**config.mk**
```make
export PLATFORM = sky130hd
export DESIGN_NAME = acc_cpu_core
export DESIGN_NICKNAME = d
export VERILOG_FILES = /design/src/rtl/acc_cpu_core_pkg.sv /design/src/rtl/acc_cpu_core_gp_regfile.sv /design/src/rtl/acc_cpu_core.sv
export SDC_FILE = /design/constraint.sdc
export NUM_CORES = 1
export LEC_CHECK = 0
export ABC_AREA = 1
export ABC_CLOCK_PERIOD_IN_PS = 2800
export CORE_MARGIN = 4
export CORE_UTILIZATION = 30
export DETAILED_ROUTE_END_ITERATION = 10
export PLACE_DENSITY = 0.51
export SLEW_MARGIN = 20
export SYNTH_ARGS = -nofsm -noshare
export SYNTH_HDL_FRONTEND = slang
export SYNTH_SLANG_ARGS = --single-unit
export TNS_END_PERCENT = 5
```
**constraint.sdc**
```tcl
create_clock -name clk -period 2.8 [get_ports clk]
set_clock_uncertainty 0.05 [all_clocks]
set_input_delay 0.84 -clock clk [delete_from_list [all_inputs] [get_ports clk]]
set_output_delay 0.84 -clock clk [all_outputs]
set_load 0.02 [all_outputs]
```
**src/rtl/acc_cpu_core_pkg.sv**
```systemverilog
// acc_cpu_core shared definitions: opcodes, FSM states and flag bit positions.
package acc_cpu_core_pkg;

    typedef enum logic [2:0] {
        OP_LDI = 3'd0,
        OP_LDR = 3'd1,
        OP_STR = 3'd2,
        OP_ADD = 3'd3,
        OP_SUB = 3'd4,
        OP_LW  = 3'd5,
        OP_SW  = 3'd6,
        OP_BRZ = 3'd7
    } op_t;

    typedef enum logic [2:0] {
        ST_FETCH  = 3'd0,
        ST_DECODE = 3'd1,
        ST_EXEC   = 3'd2,
        ST_MEM    = 3'd3,
        ST_HALT   = 3'd4
    } state_t;

    localparam int FLAG_Z = 0;
    localparam int FLAG_C = 1;

endpackage

```
**src/rtl/acc_cpu_core_gp_regfile.sv**
```systemverilog
// General register file: async read, sync write, synchronous clear on reset.
module acc_cpu_core_gp_regfile #(
    parameter int DATA_W   = 8,
    parameter int NUM_REGS = 8,
    parameter int IDX_W    = 3
) (
    input  logic              clk,
    input  logic              reset,
    input  logic              we,
    input  logic [IDX_W-1:0]  waddr,
    input  logic [DATA_W-1:0] wdata,
    input  logic [IDX_W-1:0]  raddr,
    output logic [DATA_W-1:0] rdata
);

    logic [DATA_W-1:0] regs [NUM_REGS];

    always_ff @(posedge clk) begin
        if (reset) begin
            for (int i = 0; i < NUM_REGS; i++) begin
                regs[i] <= '0;
            end
        end else if (we) begin
            regs[waddr] <= wdata;
        end
    end

    assign rdata = regs[raddr];

endmodule

```
**src/rtl/acc_cpu_core.sv**
```systemverilog
// Multi-cycle accumulator CPU core with fetch/decode/exec/mem FSM
// and a req/ack memory port that tolerates wait states.
module acc_cpu_core
    import acc_cpu_core_pkg::*;
#(
    parameter int DATA_W   = 8,
    parameter int ADDR_W   = 8,
    parameter int NUM_REGS = 8,
    parameter int RESET_PC = 0
) (
    input  logic              clk,
    input  logic              reset,
    output logic              mem_req,
    output logic              mem_we,
    output logic [ADDR_W-1:0] mem_addr,
    output logic [DATA_W-1:0] mem_wdata,
    input  logic [DATA_W-1:0] mem_rdata,
    input  logic              mem_ack,
    output logic              halted,
    output logic [ADDR_W-1:0] pc_out,
    output logic [DATA_W-1:0] acc_out,
    output logic [1:0]        flags_out
);

    localparam int IMM_W  = DATA_W - 3;
    localparam int RIDX_W = (NUM_REGS > 1) ? $clog2(NUM_REGS) : 1;

    state_t            state, state_nx;
    logic [ADDR_W-1:0] pc, pc_nx;
    logic [DATA_W-1:0] acc, acc_nx;
    logic [DATA_W-1:0] ir, ir_nx;
    logic [DATA_W-1:0] opnd, opnd_nx;
    logic              zero, zero_nx;
    logic              carry, carry_nx;

    op_t               op;
    logic [IMM_W-1:0]  imm;
    logic [RIDX_W-1:0] ridx;
    logic [DATA_W-1:0] imm_sext;
    logic [ADDR_W-1:0] br_off;
    logic [ADDR_W-1:0] pc_instr;
    logic [DATA_W:0]   sum;
    logic [DATA_W:0]   diff;

    logic              rf_we;
    logic [DATA_W-1:0] rf_wdata;
    logic [DATA_W-1:0] rf_rdata;
    logic              req_int;
    logic              we_int;

    assign op       = op_t'(ir[DATA_W-1 -: 3]);
    assign imm      = ir[IMM_W-1:0];
    assign ridx     = imm[RIDX_W-1:0];
    assign imm_sext = {{3{imm[IMM_W-1]}}, imm};
    assign br_off   = imm_sext[ADDR_W-1:0];
    // pc already points past the branch when it executes
    assign pc_instr = pc - ADDR_W'(1);
    assign sum      = {1'b0, acc} + {1'b0, opnd};
    assign diff     = {1'b0, acc} - {1'b0, opnd};

    acc_cpu_core_gp_regfile #(
        .DATA_W   (DATA_W),
        .NUM_REGS (NUM_REGS),
        .IDX_W    (RIDX_W)
    ) u_rf (
        .clk   (clk),
        .reset (reset),
        .we    (rf_we),
        .waddr (ridx),
        .wdata (rf_wdata),
        .raddr (ridx),
        .rdata (rf_rdata)
    );

    always_ff @(posedge clk) begin
        if (reset) begin
            state <= ST_FETCH;
            pc    <= ADDR_W'(RESET_PC);
            acc   <= '0;
            ir    <= '0;
            opnd  <= '0;
            zero  <= 1'b0;
            carry <= 1'b0;
        end else begin
            state <= state_nx;
            pc    <= pc_nx;
            acc   <= acc_nx;
            ir    <= ir_nx;
            opnd  <= opnd_nx;
            zero  <= zero_nx;
            carry <= carry_nx;
        end
    end

    always_comb begin
        state_nx  = state;
        pc_nx     = pc;
        acc_nx    = acc;
        ir_nx     = ir;
        opnd_nx   = opnd;
        zero_nx   = zero;
        carry_nx  = carry;
        rf_we     = 1'b0;
        rf_wdata  = acc;
        req_int   = 1'b0;
        we_int    = 1'b0;
        mem_addr  = pc;
        mem_wdata = opnd;

        unique case (state)
            ST_FETCH: begin
                req_int = 1'b1;
                if (mem_ack) begin
                    ir_nx    = mem_rdata;
                    pc_nx    = pc + ADDR_W'(1);
                    state_nx = ST_DECODE;
                end
            end
            ST_DECODE: begin
                opnd_nx  = rf_rdata;
                state_nx = ST_EXEC;
            end
            ST_EXEC: begin
                state_nx = ST_FETCH;
                unique case (op)
                    OP_LDI: begin
                        acc_nx  = imm_sext;
                        zero_nx = (imm_sext == '0);
                    end
                    OP_LDR: begin
                        acc_nx  = opnd;
                        zero_nx = (opnd == '0);
                    end
                    OP_STR: rf_we = 1'b1;
                    OP_ADD: begin
                        {carry_nx, acc_nx} = sum;
                        zero_nx = (sum[DATA_W-1:0] == '0);
                    end
                    OP_SUB: begin
                        {carry_nx, acc_nx} = diff;
                        zero_nx = (diff[DATA_W-1:0] == '0);
                    end
                    OP_LW, OP_SW: state_nx = ST_MEM;
                    OP_BRZ: begin
                        if (imm == '0) begin
                            state_nx = ST_HALT;
                        end else if (zero) begin
                            pc_nx = pc_instr + br_off;
                        end
                    end
                endcase
            end
            ST_MEM: begin
                req_int  = 1'b1;
                we_int   = (op == OP_SW);
                mem_addr = acc[ADDR_W-1:0];
                if (mem_ack) begin
                    state_nx = ST_FETCH;
                    if (op == OP_LW) begin
                        rf_we    = 1'b1;
                        rf_wdata = mem_rdata;
                    end
                end
            end
            ST_HALT: begin
                state_nx = ST_HALT;
            end
            default: begin
                state_nx = ST_FETCH;
            end
        endcase
    end

    // a pending transfer is dropped the moment reset rises
    assign mem_req = req_int & ~reset;
    assign mem_we  = we_int & ~reset;

    assign halted            = (state == ST_HALT);
    assign pc_out            = pc;
    assign acc_out           = acc;
    assign flags_out[FLAG_Z] = zero;
    assign flags_out[FLAG_C] = carry;

endmodule

```
==> results of run 1 <==
## kinds of logic after synthesis
| group | count (synthesis) |
|---|---|
| AND/OR/NAND/NOR | 328 |
| AO/OA/AOI/OAI | 160 |
| buffers and inverters | 112 |
| flip-flops | 101 |
| adder cells (fa/ha/maj) | 34 |
| XOR/XNOR | 6 |
| multiplexers | 5 |
## layer usage
layer	vias up	global-route usage (%)	routed length [um]
met5	-	0	0
met4	0	4.62	325
met3	13	2.53	962
met2	143	26.8	8630
met1	2489	24.6	8940
li1	2658	-	-
## worst max-delay path: cells and delay by family (launching register included)
kind,cells,cell delay (ns)
buffers and inverters,1,0.69
flip-flops,1,0.37
AND/OR/NAND/NOR,1,0.39
## per-stage QoR
step,cells,utilization (%),cell area [um^2],total power [mW],TNS (ns)
after floorplan,746,-,6110,2.64,0
after detailed placement,1075,36.3,7160,3.15,-6.30
after CTS,1091,37.7,7440,4.40,0
after global routing,1091,37.7,7440,4.63,0
final,1091,37.7,7440,4.36,0
after global placement,1075,36.3,7160,3.14,-9.19
## worst max path at each step
stage / to / slack, ns / cells after the start
final: halted / 0.11 / 2
after detailed placement: mem_we / -0.45 / 3
after global routing: mem_we / 0.02 / 5
after global placement: mem_we / -0.47 / 3
after CTS: halted / 0.07 / 2
after floorplan: mem_we / 0.16 / 2
## layout make-up
type	count	area, um^2	share of cell area, %
Clock buffer	9	225	3.03
Tap cell	265	332	4.46
Sequential cell	101	2660	35.8
Inverter	89	334	4.49
Timing Repair Buffer	87	823	11.1
Clock inverter	7	66.3	0.891
Multi-Input combinational cell	533	3000	40.3
## where the power goes
group	leakage (nW)	internal, mW	switching (mW)
registers	0.964	1.66	0.0981
logic	2.05	0.472	0.872
clock network	0.143	0.626	0.624
total	3.16	2.76	1.59
## synthesized netlist by cell type (all sizes together) (2+ instances only)
master    n  area, um^2
nand4     3        18.8
dfxtp    37         741
buf      11        67.6
nor2    148         639
nor3      7        45.0
ha       31         388
a31oi     5        31.3
xnor2     2        17.5
mux2i     5         100
o22ai     6        37.5
o211ai    2        15.0
clkbuf   12        45.0
o21bai    2        15.0
a221oi    2        17.5
fa        3        60.1
or2       2        12.5
nor4      3        18.8
o21ai    79         407
nand3    33         170
inv      88         330
edfxtp   64        1920
nand2   130         561
a21oi    44         220
xor2      4        35.0
nand3b    2        15.0
a41oi     2        17.5
a211oi    9        72.6
o221ai    6        52.6
## sequential cells by signal, indices dropped and copies added (netlist names)
signal,flops
state,3
ir,8
carry,1
zero,1
pc_out,8
mem_wdata,8
u_rf.regs,64
acc_out,8
## repair_timing
| item | CTS | global route |
|---|---|---|
| setup endpoints to repair | 10 | 0 |
| resized for setup | 15 | 0 |
| hold endpoints to repair | 0 | 0 |
==> reports/summary.txt, run 1 <==
GLOBAL ROUTE
-------------------------------------------------------------------------------------------
Via count of the first global-routing pass                                            5,003
Global-route wire length before repair                                            29,100 um
GR Util All Layers                                                                    17.1%
Antenna violations before repair                                                          0
Total global routing overflow                                                             0
Largest net degree at the start of global routing                                        36

RUN
-------------------------------------------------------------------------------------------
Number of max-cap violations                                                              0

POWER
-------------------------------------------------------------------------------------------
LEAKAGE                                                                             3.16 nW
Max IR drop VDD                                                                  0.000272 V
Total power divided by cell area                                                585 nW/um^2

TIMING
-------------------------------------------------------------------------------------------
Final critical-path share of the clock period                                         96.0%
Setup violation total in the final timing report                                          0
Tightest hold margin                                                               0.455 ns
Count of endpoints failing hold in the final timing report                                0
PnR worst setup slack                                                              0.111 ns
Minimum period implied by the final worst setup slack                               2.69 ns
Transition time of the tightest slew-check pin                                     0.666 ns
Peak clock frequency supported by timing                                          0.372 GHz
Worst slew slack as a fraction of its limit                                           55.6%
Setup repair after global routing missed its margin                                      no
Final Max Tran Viols                                                                      0

SETUP PATH
-------------------------------------------------------------------------------------------
Worst path max stage delay                                                          0.69 ns
Worst-path cell with the longest stage delay                                   sky130_fd_sc_hd__clkdlybuf4s50_1
Critical register-to-register path endpoint                                       pc_out[7]
Slack of the worst reg-to-reg path                                                  0.26 ns
Nature of the critical path startpoint                                             register
Worst setup EP type                                                            primary output
Maximum fanout encountered on the critical timing path                                    5
Chain of cells forming the critical path                                       nor3_1 -> clkdlybuf4s50_1
Data required time at the worst endpoint                                            1.91 ns
Worst Reg2Reg Path Length in Cells                                                       13
Worst setup path startpoint                                                        state[0]
Startpoint of the most critical register-to-register path                             ir[2]
Kind of critical path                                                            reg -> out
Arrival time of the worst setup path                                                1.80 ns

SYNTHESIS
-------------------------------------------------------------------------------------------
Synth cell types                                                                         47
Dominant synthesized flop cell                                                 sky130_fd_sc_hd__edfxtp_1
Synthesis warning total                                                                   0
Number of flops mapped to enable cells by yosys                                          64
Simple-Gate Fraction of Synth Area                                                    24.2%
Average cell area after synthesis                                                 8.19 um^2
Flip-flop and latch count after synthesis                                               101
Synth Area in Compound Gates                                                          15.0%
Synthesized netlist cell count                                                          746
Adder and majority cell fraction of the synthesized area                              7.33%
Mux cell area share after synthesis                                                   1.64%
Summed instance area of the synthesized netlist                                   6110 um^2
Xor/xnor share of the synthesized area                                               0.860%
Syn nets                                                                                791
Share of flip-flops with an asynchronous set or reset                                    0%
Largest family of logic cells by synthesized area                              simple AND/OR/NAND/NOR gates
Share of synthesized area occupied by flip-flops and latches                          43.6%

ROUTE
-------------------------------------------------------------------------------------------
Vias per std cell                                                                      4.86
Post-route ant nets                                                                       0
Number of design-rule violations left by the first detailed-router iteration            334
Overall routed net length                                                         18,900 um
DRC errors left                                                                           0
Routed WL per cell                                                                  17.3 um
First-pass iteration count of the detailed router                                         7
Total number of vias                                                                  5,303

FLOORPLANNING
-------------------------------------------------------------------------------------------
Floorplan die width                                                                  151 um
Area of the die                                                                 22,700 um^2
Number of cell rows                                                                      51
Core Region                                                                     19,700 um^2
Effective utilization at floorplan                                                    31.0%
Number of I/O pins                                                                       48
Height of the die                                                                    151 um

CELLS AND AREA
-------------------------------------------------------------------------------------------
Top library cells by usage in the layout, fill and taps aside                  sky130_fd_sc_hd__nor2_1, sky130_fd_sc_hd__nand2_1, sky130_fd_sc_hd__inv_1
Syn-to-layout area delta                                                              21.8%
Most common cell after layout, fill and taps aside                             sky130_fd_sc_hd__nor2_1
Layout cell share with drive strength beyond 1                                        12.3%
Number of fill cells                                                                  1,997
Layout net count                                                                        866
Antenna diodes                                                                            0

CLOCKING
-------------------------------------------------------------------------------------------
CTS H-Tree Depth                                                                          3
Insertion delay of the later-clocked pin in the worst-skew pair                     0.36 ns
Number of clock buffers inserted by TritonCTS                                             9
Buffer count from post-CTS setup fixing                                                   0
Number of clock sinks                                                                   101
CTS tree                                                                               done
Clock slew seen by the registers of the worst setup and hold paths                  0.08 ns
Longest Clk Path Bufs                                                                     2
Clock tree root driver cell                                                    sky130_fd_sc_hd__clkbuf_16
Hold-fix buffers, CTS                                                                     0

MIN PATH
-------------------------------------------------------------------------------------------
Hold Path Cell Cnt                                                                        2
Hold path start                                                                   pc_out[3]
Class of the tightest hold or removal check                                      reg -> reg
Endpoint of the worst hold-timing path                                            pc_out[3]

PLACE
-------------------------------------------------------------------------------------------
Post-DP HPWL                                                                      14,100 um
Pre-CTS setup slack                                                               -0.453 ns
Last weighted congestion value of the routability-driven placer                       0.861
Number of buffers inserted by port buffering                                             47

RUN STATUS
-------------------------------------------------------------------------------------------
Result of the run                                                              finished clean

(Power assumes the default switching activity.)
==> run 2, diff against run 1 <==
--- a/config.mk
+++ b/config.mk
@@ -8,9 +8,9 @@
 export ABC_AREA = 1
 export ABC_CLOCK_PERIOD_IN_PS = 2800
 export CORE_MARGIN = 4
-export CORE_UTILIZATION = 30
+export CORE_UTILIZATION = 59
 export DETAILED_ROUTE_END_ITERATION = 10
-export PLACE_DENSITY = 0.51
+export PLACE_DENSITY = 0.85
 export SLEW_MARGIN = 20
 export SYNTH_ARGS = -nofsm -noshare
 export SYNTH_HDL_FRONTEND = slang
==> run 2 against run 1 <==
Effect of this change:
- cell count fell by 14%
- sequential share of layout area grew 2.4 points
- first-iteration DRC count up 67%
- core utilization up 33 points
- worst hold slack got worse by 0.012 ns
- critical endpoint unchanged
- largest cell class unchanged
- largest power group unchanged
==> reports/summary.txt, run 2 (same netlist as run 1, synthesis figures left out) <==
CELLS AND AREA
-------------------------------------------------------------------------------------------
Layout cell share with drive strength beyond 1                                        10.8%   -1.6 points
FF+latch area                                                                     2660 um^2   about the same
Multi-input logic area                                                            3000 um^2   +0.21%
Antenna diodes                                                                            0   unchanged
Number of flip-flops in the largest register                                             64   unchanged
Top library cells by usage in the layout, fill and taps aside                  sky130_fd_sc_hd__nor2_1, sky130_fd_sc_hd__nand2_1, sky130_fd_sc_hd__inv_1
Layout net count                                                                        848   -2.1%
Fin area                                                                          6970 um^2   -6.3%
Number of fill cells                                                                    772   -61%
Most common cell after layout, fill and taps aside                             sky130_fd_sc_hd__nor2_1
Number of cells in the finished layout apart from fillers                               940   -14%
Register with the most flip-flops                                                 u_rf.regs
Syn-to-layout area delta                                                              14.2%

RUN
-------------------------------------------------------------------------------------------
Number of max-cap violations                                                              0   unchanged

SETUP PATH
-------------------------------------------------------------------------------------------
Nature of the critical path startpoint                                             register
Chain of cells forming the critical path                                       inv_1 -> nor3_1 -> clkdlybuf4s50_1
Worst Reg2Reg Path Length in Cells                                                       16   +3
Worst path max stage delay                                                          0.66 ns   -0.03 ns
Arrival time of the worst setup path                                                1.73 ns   -0.07 ns
Worst setup path startpoint                                                        state[2]
Worst setup EP type                                                            primary output
Maximum fanout encountered on the critical timing path                                    3   -2
Startpoint of the most critical register-to-register path                         pc_out[1]
Kind of critical path                                                            reg -> out
Critical register-to-register path endpoint                                       pc_out[7]
Data required time at the worst endpoint                                            1.91 ns   about the same
Slack of the worst reg-to-reg path                                                  0.25 ns   about the same
Worst-path cell with the longest stage delay                                   sky130_fd_sc_hd__clkdlybuf4s50_1

PLACE
-------------------------------------------------------------------------------------------
Total cell area at the placement stage                                            6800 um^2   -5.1%
Pre-CTS setup slack                                                               -0.413 ns   +0.0391 ns
Post-DP HPWL                                                                      12,000 um   -15%
Placed insts                                                                            925   -14%
Number of buffers inserted by port buffering                                             47   unchanged
Last weighted congestion value of the routability-driven placer                       0.964   +12%

ROUTE
-------------------------------------------------------------------------------------------
Vias per std cell                                                                      5.86   +21%
Number of design-rule violations left by the first detailed-router iteration            557   +67%
Routed WL per cell                                                                  17.0 um   -1.4%
Total number of vias                                                                  5,508   +3.9%
DRC errors left                                                                           0   unchanged
First-pass iteration count of the detailed router                                         6   -1
Overall routed net length                                                         16,000 um   -15%
Post-route ant nets                                                                       0   unchanged

MIN PATH
-------------------------------------------------------------------------------------------
Hold Path Cell Cnt                                                                        2   unchanged
Endpoint of the worst hold-timing path                                            pc_out[6]
Class of the tightest hold or removal check                                      reg -> reg
Hold path start                                                                   pc_out[6]

POWER
-------------------------------------------------------------------------------------------
Max IR drop VDD                                                                  0.000386 V   +42%
LEAKAGE                                                                             3.00 nW   -5.0%
Total power divided by cell area                                                562 nW/um^2   -3.9%

TIMING
-------------------------------------------------------------------------------------------
Final critical-path share of the clock period                                         93.4%   -2.6 points
Setup repair after global routing missed its margin                                      no
Transition time of the tightest slew-check pin                                     0.664 ns   -0.00278 ns
Final Max Tran Viols                                                                      0   unchanged
Peak clock frequency supported by timing                                          0.382 GHz   +2.8%
Tightest hold margin                                                               0.444 ns   -0.0116 ns
Setup violation total in the final timing report                                          0   unchanged
Count of endpoints failing hold in the final timing report                                0   unchanged
Minimum period implied by the final worst setup slack                               2.62 ns   -0.0735 ns
PnR worst setup slack                                                              0.184 ns   +0.0735 ns
Worst slew slack as a fraction of its limit                                           55.5%   about the same

FLOORPLANNING
-------------------------------------------------------------------------------------------
Effective utilization at floorplan                                                    61.6%   +31 points
Floorplan die width                                                                  110 um   -27%
Number of cell rows                                                                      36   -29%
Core Region                                                                       9910 um^2   -50%
Number of I/O pins                                                                       48   unchanged
Area of the die                                                                 12,000 um^2   -47%
Height of the die                                                                    110 um   -27%

GLOBAL ROUTE
-------------------------------------------------------------------------------------------
Largest net degree at the start of global routing                                        36   unchanged
Total global routing overflow                                                             0   unchanged
Antenna violations before repair                                                          0   unchanged
Global-route wire length before repair                                            25,600 um   -12%
GR Util All Layers                                                                    27.6%   +11 points
Via count of the first global-routing pass                                            5,220   +4.3%

CLOCKING
-------------------------------------------------------------------------------------------
Clock tree root driver cell                                                    sky130_fd_sc_hd__clkbuf_8
CTS tree                                                                               done
Buffer count from post-CTS setup fixing                                                   0   unchanged
CTS H-Tree Depth                                                                          3   unchanged
Clock slew seen by the registers of the worst setup and hold paths                  0.11 ns   +0.03 ns
Longest Clk Path Bufs                                                                     2   unchanged
Insertion delay of the later-clocked pin in the worst-skew pair                     0.38 ns   +0.02 ns
Number of clock buffers inserted by TritonCTS                                             9   unchanged
Number of clock sinks                                                                   101   unchanged
Hold-fix buffers, CTS                                                                     0   unchanged

RUN STATUS
-------------------------------------------------------------------------------------------
Result of the run                                                              finished clean

-- run 2: changes by cell type in the layout (fill, tap and decap cells not counted), moves of 5 or more --
| cell | previous run | this run |
|---|---|---|
| sky130_fd_sc_hd__buf_12 | 5 | 0 |
| sky130_fd_sc_hd__buf_4 | 35 | 22 |
| sky130_fd_sc_hd__clkbuf_16 | 9 | 0 |
| sky130_fd_sc_hd__clkbuf_8 | 0 | 9 |
-- run 2: worst max-delay path: cells and delay by family (launching register included) --
| kind | cells | cell delay (ns) |
|---|---|---|
| buffers and inverters | 2 | 0.73 |
| flip-flops | 1 | 0.37 |
| AND/OR/NAND/NOR | 1 | 0.24 |
-- run 2: worst max-delay path by stage --
stage / slack (ns) / endpoint
finish: 0.18 / halted
global route: 0.04 / pc_out[7]
CTS: -0.1 / mem_we
detailed placement: -0.41 / mem_we
global placement: -0.41 / mem_we
floorplan: 0.16 / mem_we
-- run 2: power breakdown --
group	internal, mW	switching [mW]	leakage, nW
Combinational	0.438	0.827	1.95
Clock	0.339	0.549	0.0901
Sequential	1.66	0.103	0.964
Total	2.44	1.48	3.00
-- run 2: metal layers --
metal	part of all wire, %	wire [um]	global-route usage [%]	vias to the layer above
met4	3.5	553	11.3	0
met5	0	0	0	-
met1	40	6450	35.6	2580
met2	49	7780	45.9	258
met3	7.8	1250	5.05	47
li1	-	-	-	2623
-- run 2: area by class of cell --
cell class / instances / share of cell area (%)
Clock buffer: 9 / 1.78
Clock inverter: 6 / 0.807
Inverter: 89 / 4.79
Multi-Input combinational cell: 533 / 43.1
Sequential cell: 101 / 38.2
Tap cell: 133 / 2.39
Timing Repair Buffer: 69 / 8.95
-- run 2: stage by stage --
step,util (%),power [mW],setup TNS [ns]
2_1_floorplan,-,2.64,0
3_3_place_gp,68.6,3.01,-4.09
3_5_place_dp,68.6,3.05,-6.98
4_1_cts,70.3,3.90,-0.0973
5_1_grt,70.4,4.14,0
6_report,70.4,3.92,0
-- run 2: repair_timing --
action / CTS / global route
endpoints found under the setup margin: 10 / 2
cloned: 0 / 0
resized for setup: 15 / 3
==> edit (config.mk and constraints of run 1) <==
`DATA_W` is set to 8 in 2 places; all go to 10.
--- a/src/rtl/acc_cpu_core_gp_regfile.sv
+++ b/src/rtl/acc_cpu_core_gp_regfile.sv
@@ -1,6 +1,6 @@
 // General register file: async read, sync write, synchronous clear on reset.
 module acc_cpu_core_gp_regfile #(
-    parameter int DATA_W   = 8,
+    parameter int DATA_W   = 10,
     parameter int NUM_REGS = 8,
     parameter int IDX_W    = 3
 ) (
--- a/src/rtl/acc_cpu_core.sv
+++ b/src/rtl/acc_cpu_core.sv
@@ -3,7 +3,7 @@
 module acc_cpu_core
     import acc_cpu_core_pkg::*;
 #(
-    parameter int DATA_W   = 8,
+    parameter int DATA_W   = 10,
     parameter int ADDR_W   = 8,
     parameter int NUM_REGS = 8,
     parameter int RESET_PC = 0
Interface: changed (resized acc_out, mem_rdata and mem_wdata); port bits go from 48 to 54. No check against the original RTL was run, so the function may have changed too.
==> edit against run 1 <==
  * Design area is 23% higher
  * Critical path depth is 4 higher
  * Total power grew 38%
  * Sequential share of layout area decreased by 0.11 points
  * Setup slack got worse by 59 ps
  * Fmax shrank 2.1%
  * Synthesized cell count up 21%
  * Combinational power up 22%
  * Sequential cell count grew 22
  * Area after synthesis increased by 20%
  * Utilization grew 0.78 points
  * Routed wire length increased by 22%
  * Largest cell class unchanged
  * Largest power group is now the clock network
  * Highest routed layer unchanged
==> edit: results (changes against run 1) <==
Synthesis:
- Top cell types by occurrence after synthesis: nor2_1 (160), nand2_1 (153), inv_1 (104), o21ai_0 (86), edfxtp_1 (80) (was nor2_1 (139), nand2_1 (119), inv_1 (77), o21ai_0 (71), edfxtp_1 (64)).
- The number of enable-type register cells in the synthesized netlist is 80 (was 64).
- The sequential fraction of the synthesis area is 44.5% (was 43.6%).
- Biggest area contributors in the synthesized netlist: edfxtp_1 (33%), dfxtp_1 (12%), nor2_1 (8.2%) (was edfxtp_1 (31%), dfxtp_1 (12%), nor2_1 (8.5%)).

Route:
- The violation count after the first detailed-route iteration is 609 (was 334).
- The detailed-router iteration count before antenna repair is 5 (was 7).
- The number of vias per cell is 4.88 (was 4.86).

Status:
- Run status: completed (unchanged).

Clock network:
- The clock buffer count from CTS came to 17 (was 9).
- The clock input transition at the sequential cells of the worst setup and hold paths is 60 ps (was 80 ps).
- The CTS H-tree depth was 4 (was 3).
- The count of cells resized by post-cts repair was 20 (was 15).

Placed design:
- The number of buffers added on ports is 53 (was 47).
- The final weighted congestion in routability-driven placement is 0.883 (was 0.861).
- The placed standard-cell area is 8570 µm² (was 7160 µm²).
- The HPWL after detailed placement is 17.6 mm (was 14.1 mm).

GRT:
- The wire length of the first global-routing pass is 35.5 mm (was 29.1 mm).
- The maximum number of pins on one net before global-route repair is 40 (was 36).
- The via count of the first global-routing pass came to 6076 (was 5003).

Power and ir drop:
- The worst ir drop on vdd is 0.423 mV (was 0.272 mV).
- The static leakage came to 3.79 nW (was 3.16 nW).

Worst setup path:
- The arrival time of data at the critical path endpoint came to 1860 ps (was 1800 ps).
- The maximum fanout along the worst path is 16 (was 5).

STA:
- The relative slew slack was 56.4% (was 55.6%).

Cells and area:
- The final cell count without fillers was 1331 (was 1091).
- The number of fillers in the final layout was 2410 (was 1997).
- The net count of the finished layout is 1050 (was 866).
- The flip-flop count of the largest register, all copies and words added was 80 (was 64).
- The layout cell share with drive strength beyond 1 is 13.2% (was 12.3%).
[edit: cell count changes after synthesis, sizes merged, moves of 6 or more]
cell | run 1 | this run
nand2 | 130 | 157
o21ai | 79 | 90
buf | 11 | 24
dfxtp | 37 | 43
a21oi | 44 | 59
nor2 | 148 | 170
inv | 88 | 108
edfxtp | 64 | 80
[edit: power by group]
group | internal (mW) | switching (mW)
Sequential | 2.03 | 0.0998
Combinational | 0.580 | 1.05
Clock | 1.28 | 0.953
Total | 3.89 | 2.10
[edit: final cells by class]
class	count	area (µm²)	area share (%)
well taps	319	399	4.36
clock inverters	15	171	1.87
repair buffers	116	1060	11.6
clock buffers	17	425	4.65
flip-flops and latches	123	3260	35.7
multi-input cells	633	3430	37.5
inverters	108	405	4.43
[edit: routing by layer]
metal  part of all wire [%]  GRT usage, %  vias to the layer above
li1                       -             -                     3232
met1                     49          25.5                     3052
met2                     45          26.6                      181
met3                    5.3          2.62                       27
met4                    1.4          4.91                        0
met5                      0             0                        -
[edit: cells by family after synthesis]
| family | after synthesis | share of synthesized area [%] |
|---|---|---|
| simple gates | 384 | 22.2 |
| fa+ha+maj | 38 | 6.78 |
| flops | 123 | 44.5 |
| buf+inv | 148 | 8.85 |
| xor+xnor | 4 | 0.477 |
| compound gates | 201 | 16.1 |
| mux | 6 | 1.16 |
[edit: critical path, cell delays in order (launching register included)]
cell,delay (ps)
dfxtp_1,400
inv_1,100
nor2_4,160
buf_4,240
nand2_1,90
o21ai_0,90
clkdlybuf4s15_1,360
[edit: per-stage QoR]
step           power, mW  worst slack [ps]  hold slack, ps
6_report            5.99              52.2             468
5_1_grt             6.32             -42.6             499
4_1_cts             6.03             -9.38             466
3_5_place_dp        3.79              -381             456
3_3_place_gp        3.79              -377             453
2_1_floorplan       3.19               141             416
[edit: worst paths after layout]
path	slack [ps]	depth (start not counted)	start	to
setup / recovery	50	6	state[0]	mem_addr[6]
hold / removal	470	2	ir[4]	ir[4]
setup reg to reg	230	16	ir[1]	pc_out[7]
hold reg to reg	470	2	ir[4]	ir[4]
